## config.mk

```make
export PLATFORM = sky130hd
export DESIGN_NAME = serial_chunk_adder
export DESIGN_NICKNAME = d
export VERILOG_FILES = /design/src/rtl/serial_chunk_adder.sv
export SDC_FILE = /design/constraint.sdc
export NUM_CORES = 1
export LEC_CHECK = 0
export ABC_AREA = 1
export BUFFER_PORTS_ARGS = -buffer_cell sky130_fd_sc_hd__buf_2
export CORE_MARGIN = 5
export CORE_UTILIZATION = 40
export DETAILED_ROUTE_END_ITERATION = 10
export GPL_TIMING_DRIVEN = 0
export SYNTH_ARGS = -nofsm -noshare
export SYNTH_HDL_FRONTEND = slang
export SYNTH_SLANG_ARGS = --single-unit
```

## constraint.sdc

```tcl
create_clock -name clk -period 3.2 [get_ports clk]
set_clock_uncertainty 0.1 [all_clocks]
set_input_delay 0.32 -clock clk [delete_from_list [all_inputs] [get_ports clk]]
set_output_delay 0.32 -clock clk [all_outputs]
set_load 0.01 [all_outputs]
```

## src/rtl/serial_chunk_adder.sv

```systemverilog
// Multi-cycle adder/subtractor: sums two WIDTH-bit operands CHUNK bits per clock,
// carrying between chunks through a single register, with start/busy/done handshake.
//
// state   | meaning
// IDLE    | waiting for start
// RUN     | one chunk summed per cycle, LSB chunk first
// DONE    | result valid, done pulse; start here chains the next operation
module serial_chunk_adder #(
    parameter int WIDTH = 32,
    parameter int CHUNK = 4
) (
    input  logic             clk,
    input  logic             reset,
    input  logic             start,
    input  logic             sub,
    input  logic [WIDTH-1:0] in1,
    input  logic [WIDTH-1:0] in2,
    input  logic             carry_in,
    output logic             busy,
    output logic             done,
    output logic [WIDTH-1:0] out,
    output logic             carry_out,
    output logic             overflow
);

    localparam int NCHUNK = WIDTH / CHUNK;
    localparam int CW     = (NCHUNK > 1) ? $clog2(NCHUNK) : 1;

    localparam logic [1:0] ST_IDLE = 2'd0;
    localparam logic [1:0] ST_RUN  = 2'd1;
    localparam logic [1:0] ST_DONE = 2'd2;

    logic [1:0]       state_q, state_d;
    logic [WIDTH-1:0] a_q, a_d;
    logic [WIDTH-1:0] b_q, b_d;
    logic             c_q, c_d;
    logic [CW-1:0]    count_q, count_d;
    logic [WIDTH-1:0] res_q, res_d;
    logic             a_msb_q, a_msb_d;
    logic             b_msb_q, b_msb_d;
    logic [WIDTH-1:0] out_q, out_d;
    logic             carry_out_q, carry_out_d;
    logic             overflow_q, overflow_d;

    logic [CHUNK:0]   csum;
    logic [WIDTH-1:0] res_next;
    logic             load;

    always_comb begin
        state_d     = state_q;
        a_d         = a_q;
        b_d         = b_q;
        c_d         = c_q;
        count_d     = count_q;
        res_d       = res_q;
        a_msb_d     = a_msb_q;
        b_msb_d     = b_msb_q;
        out_d       = out_q;
        carry_out_d = carry_out_q;
        overflow_d  = overflow_q;

        csum = {1'b0, a_q[CHUNK-1:0]} + {1'b0, b_q[CHUNK-1:0]} + {{CHUNK{1'b0}}, c_q};
        // New chunk enters at the top; after NCHUNK shifts chunk 0 sits at the LSBs.
        res_next = (res_q >> CHUNK) | (WIDTH'(csum[CHUNK-1:0]) << (WIDTH - CHUNK));
        load = start && ((state_q == ST_IDLE) || (state_q == ST_DONE));

        case (state_q)
            ST_IDLE: ;
            ST_RUN: begin
                a_d     = a_q >> CHUNK;
                b_d     = b_q >> CHUNK;
                c_d     = csum[CHUNK];
                res_d   = res_next;
                count_d = count_q + CW'(1);
                if (count_q == CW'(NCHUNK - 1)) begin
                    out_d       = res_next;
                    carry_out_d = csum[CHUNK];
                    overflow_d  = (a_msb_q == b_msb_q) && (res_next[WIDTH-1] != a_msb_q);
                    state_d     = ST_DONE;
                end
            end
            ST_DONE: state_d = ST_IDLE;
            default: state_d = ST_IDLE;
        endcase

        // Subtraction is a + ~b + 1; sign bits are kept since a and b shift away.
        if (load) begin
            a_d     = in1;
            b_d     = sub ? ~in2 : in2;
            c_d     = sub | carry_in;
            a_msb_d = in1[WIDTH-1];
            b_msb_d = sub ? ~in2[WIDTH-1] : in2[WIDTH-1];
            count_d = '0;
            state_d = ST_RUN;
        end
    end

    always_ff @(posedge clk) begin
        if (reset) begin
            state_q     <= ST_IDLE;
            a_q         <= '0;
            b_q         <= '0;
            c_q         <= 1'b0;
            count_q     <= '0;
            res_q       <= '0;
            a_msb_q     <= 1'b0;
            b_msb_q     <= 1'b0;
            out_q       <= '0;
            carry_out_q <= 1'b0;
            overflow_q  <= 1'b0;
        end else begin
            state_q     <= state_d;
            a_q         <= a_d;
            b_q         <= b_d;
            c_q         <= c_d;
            count_q     <= count_d;
            res_q       <= res_d;
            a_msb_q     <= a_msb_d;
            b_msb_q     <= b_msb_d;
            out_q       <= out_d;
            carry_out_q <= carry_out_d;
            overflow_q  <= overflow_d;
        end
    end

    assign busy      = (state_q == ST_RUN);
    assign done      = (state_q == ST_DONE);
    assign out       = out_q;
    assign carry_out = carry_out_q;
    assign overflow  = overflow_q;

endmodule

```

==> qor.csv, run 1 <==
metric,value,unit
fin_ws,1.071,ns
period_minus_slack,2.129,ns
syn2layout_area_growth,23.87,%
grt_usage,18.05,%
dpl_worst_slack,1.361,ns
maxSlewViolCount,0,
worstPathRequired,2.78,ns
rows,42,
cts_setup_buffers,0,
clkTransAtPathRegs,0.06,ns
leakagePower,2.846,nW
place_congestion,0.8560,
core_area,13350,sq um
cp_cell_sequence,nand2_2 -> inv_2 -> buf_6 -> buf_2 -> buf_2,
die_area,16190,sq um
synthCells,698,
drt_iter0_drc,329,
finalSetupViolations,0,
clock_latency,0.42,ns
antenna_cells,0,
clock.fmax,469.6,MHz
synth-simple-area-share,21.46,%
grt_pass1_wl,23.23,mm
fin_util,51.02,%
slew_headroom,57.45,%
ir_drop,341.5,uV
cts_tree,done,
synth_area,5498,sq um
setup_tns,0,ns
cp_common_cell,buf_2,
hold_viol,0,
hpwl,10.74,mm
worst_pin_slew,0.6383,ns
grt_use_met2,29.95,%
grt_pass1_vias,4809,
final_layout_size_suffix_gt1_share,23.08,%
period_share,66.54,%
fill_cells,1346,
port_buffers,102,
syn_area_per_cell,7.876,sq um
grt_busiest_layer,met2,
routed_via_density,4.916,
synth_seq_cells,134,
crit_fanout,10,
layout_commonest_cell,nand2_1,
max_stage_delay,0.41,ns
io_pins,105,
synthMuxAreaShare,0,%
cp-start-kind,flop,
synthAdderAreaFrac,1.866,%
grt_max_degree,17,
synth_top_family_by_area,simple AND/OR/NAND/NOR gates,
use_met3,5.175,%
cts_hold_buffers,0,
antenna_found_initial,0,
h-tree-depth,4,
synth_compound_area_share,16.93,%
status,"complete, no violations",
drt-total-wl,14.21,mm
cp-startpoint,state_q[0],
rsz0062_at_grt,false,
r2r-start,a_q[0],
dr_total_vias,4955,
crit_type,flop to output port,
synth_area_leader_cell,dfxtp_1,
synth_cell_types,29,
cts_root_buf,clkbuf_16,
synthXorXnorAreaFrac,4.939,%
powerDensity,627.9,nW/um^2
slowest_stage,dfxtp_1,
wire_per_inst,14.10,microns
syn-num-nets,774,
cap_violations,0,
min_path_type,primary input to flop,
drc,0,
yosysSeqAreaShare,48.79,%
numCtsBuffers,17,
die_w,127.2,microns
clk_path_buf_depth,2,
cts_resized,0,
hold_start,in1[29],
dr.pass1.iters,5,
initial_core_util,41.19,%
yosys_warnings,0,
synth_top_area_share,48.79,%
die_h,127.2,microns
ant_nets,0,
clkSinkCount,134,
layout_common_cells,"nand2_1 (184), dfxtp_1 (134), buf_2 (123), nor2_1 (78), o21ai_0 (63)",
nets,895,
yosys-top-cells-area,"dfxtp_1 (49%), nand2_1 (13%), o21ai_0 (5.7%)",
grt_overflow,0,
worstPathArrival,1.71,ns
grtUsageMet1,22.54,%
crit_path_end_kind,output port,
final cells by class:
cell class,instances,area (sq um),area share (%)
clock buffer,24,511.7,7.514
buffer,48,259.0,3.803
inverter,19,71.32,1.047
clock inverter,8,70.07,1.029
tap,176,220.2,3.234
sequential,134,2683,39.39
multi-input combinational,497,2485,36.49
timing repair buffer,102,510.5,7.496
per-stage QoR:
step	cell area [sq um]	instances	hold slack, ns	total power [mW]
after floorplan	5498	698	0.3394	2.254
after detailed placement	6228	976	0.3543	2.436
after CTS	6810	1008	0.04608	4.315
final	6810	1008	0.05718	4.276
after global placement	6228	976	0.3503	2.419
after global routing	6810	1008	0.05738	4.476
cell families after synthesis:
family / count (synthesis)
AO/OA/AOI/OAI: 162
XOR/XNOR: 31
AND/OR/NAND/NOR: 297
adder cells (fa/ha/maj): 7
flip-flops: 134
buffers and inverters: 67
power by group:
part           switching (mW)  leakage (nW)  internal [mW]  total [mW]
logic                   0.321          1.46          0.201       0.523
registers              0.0809          1.10           1.80        1.88
clock network           0.691         0.288           1.18        1.88
layer usage:
| metal | share of wire (%) | vias to the layer above |
|---|---|---|
| li1 | - | 2544 |
| met2 | 47 | 143 |
| met1 | 45 | 2248 |
| met3 | 6.4 | 20 |
| met4 | 1.4 | 0 |
| met5 | 0 | - |
cell usage after synthesis, drive strengths merged:
library cell	instances
a211oi	8
a21oi	46
a31oi	24
buf	29
clkbuf	19
clkinv	1
dfxtp	134
fa	2
ha	5
inv	18
nand2	198
nand3	10
nand3b	1
nor2	79
nor3	9
o211ai	2
o21a	1
o21ai	63
o22ai	16
o31ai	2
xnor2	18
xor2	13
critical path, delay by kind of cell, from the launching register on:
family	cells	cell delay [ns]
and+or+nand+nor	1	0.19
buffers and inverters	4	0.69
DFF	1	0.41
registers in the layout, summed over array words and instances, names as in the netlist, 2 cells and up:
signal and cells:
a_q 32, b_q 32, count_q 3, out 32, res_q 28, state_q 2
path summary, 6_finish.rpt:
kind / end / cells past startpoint / slack [ns]
worst min-delay path: a_q[29] / 3 / 0.06
worst max register to register: c_q / 10 / 1.36
worst min register to register: a_q[29] / 2 / 0.36
worst max-delay path: busy / 5 / 1.07
No activity file was read; power rests on OpenSTA's default activity.
==> run 2: changes to the inputs <==
Clock period 3.2 ns to 1.9 ns, I/O delays scaled along.
==> run 2 against run 1 <==
Sequential power grew 69%. Flip-flop and latch count is the same. Combinational power grew 85%. First-iteration DRC count grew 7.6%. Wire length grew 4.3%. Critical path depth grew 5. Worst hold slack lost 0.049 ns. Via count grew 3.9%. Clock power grew 68%. Total power grew 71%. Critical endpoint is now c_q. Highest routed layer unchanged.
==> qor.csv, run 2 (same netlist as run 1, synthesis figures left out) <==
metric,value,unit
worst_pin_slew,0.6577,ns
numCtsBuffers,17,
layout_common_cells,"nand2_1 (184), dfxtp_1 (132), buf_2 (122), nor2_1 (78), o21ai_0 (62)",
die_area,16190,sq um
drt-total-wl,14.82,mm
finalSetupViolations,0,
placedCellCount,976,
core_area,13350,sq um
fill_cells,1285,
r2r-start,a_q[0],
hold_viol,0,
crit_path_end_kind,flop,
switching_share,25.55,%
cts_root_buf,clkbuf_16,
period_share,92.18,%
port_buffers,102,
clkSinkCount,134,
antenna_cells,0,
grt_usage,18.95,%
p_total,7.295,mW
cts_tree,done,
grt_pass1_vias,5058,
pwr-share-comb,13.3,%
rsz0062_at_grt,false,
period_minus_slack,1.751,ns
worstPathRequired,2.16,ns
setup_tns,0,ns
routed_via_density,4.863,
grt_pass1_wl,24.47,mm
leakagePower,3.058,nW
rows,42,
grt_overflow,0,
whs,0.008680,ns
dr.pass1.iters,5,
slew_headroom,56.15,%
worstPathArrival,2.01,ns
clock.fmax,571.0,MHz
place_congestion,0.8560,
h-tree-depth,4,
layout_commonest_cell,nand2_1,
clock_latency,0.42,ns
fin_util,54.96,%
crit_fanout,3,
p_int,5.431,mW
powerDensity,994.4,nW/um^2
nets,946,
cp-startpoint,a_q[0],
min_path_type,primary input to flop,
clk_path_buf_depth,2,
hold_start,in1[24],
ir_drop,576.1,uV
initial_core_util,41.19,%
crit_type,flop to flop,
die_w,127.2,microns
antenna_found_initial,0,
final_cells,1059,
wire_per_inst,13.99,microns
final_layout_size_suffix_gt1_share,21.97,%
status,"complete, no violations",
regArea,2685,sq um
drc,0,
seq_power_share,43.4,%
grt_max_degree,20,
cp-start-kind,flop,
p_clk_share,43.3,%
multi_input_area,2492,sq um
syn2layout_area_growth,33.43,%
die_h,127.2,microns
cts_setup_buffers,0,
maxSlewViolCount,0,
switching_power,1.864,mW
clkTransAtPathRegs,0.06,ns
ant_nets,0,
hpwl,10.74,mm
io_pins,105,
cap_violations,0,
dr_total_vias,5150,
drt_iter0_drc,354,
## run 2: through the flow
step / instance area (sq um) / worst slack, ns
5_1_grt: 7336 / 0.01010
6_report: 7336 / 0.1486
2_1_floorplan: 5498 / 0.3041
3_3_place_gp: 6228 / 0.1018
3_5_place_dp: 6228 / 0.09480
4_1_cts: 7332 / 0.05366
## run 2: layout make-up
class	instances	area share (%)
Sequential cell	134	36.60
Multi-Input combinational cell	497	33.98
Timing Repair Buffer	154	14.05
Clock buffer	24	6.976
Buffer	47	3.462
Tap cell	176	3.002
Inverter	19	0.9722
Clock inverter	8	0.9551
## run 2: timing repair
action,4_1_cts,5_1_grt
endpoints found under the hold margin,52,0
resized for setup,2,3
endpoints found under the setup margin,1,1
hold buffers,52,0
## run 2: power groups by stage
stage | registers (mW) | clock network, mW | logic [mW]
2_1_floorplan | 3.18 | 0 | 0.619
3_3_place_gp | 3.21 | 0 | 0.861
3_5_place_dp | 3.22 | 0 | 0.882
4_1_cts | 3.16 | 3.22 | 0.965
5_1_grt | 3.19 | 3.35 | 1.09
6_report | 3.17 | 3.16 | 0.968
## run 2: worst paths after layout
path / to / slack, ns / cells after the start
worst max-delay path: c_q / 0.15 / 10
worst min-delay path: a_q[24] / 0.009 / 3
worst max register to register: c_q / 0.15 / 10
worst min register to register: a_q[29] / 0.36 / 2
## run 2: routing by layer
metal / vias to the layer above / wire (microns) / GRT usage [%]
met3: 28 / 845 / 4.883
met2: 144 / 7022 / 31.72
li1: 2640 / - / -
met1: 2338 / 6594 / 23.27
met4: 0 / 355 / 7.760
met5: - / 0 / 0
## run 2: critical path, cell delays in order, from the launching register on
cell     delay [ns]
dfxtp_2        0.36
fa_2           0.23
inv_1          0.06
fa_1           0.40
o21ai_1        0.17
nand2_1        0.08
nand2_1        0.07
nand2_1        0.05
nand2_1        0.06
nand2_1        0.04
nand2_1        0.08
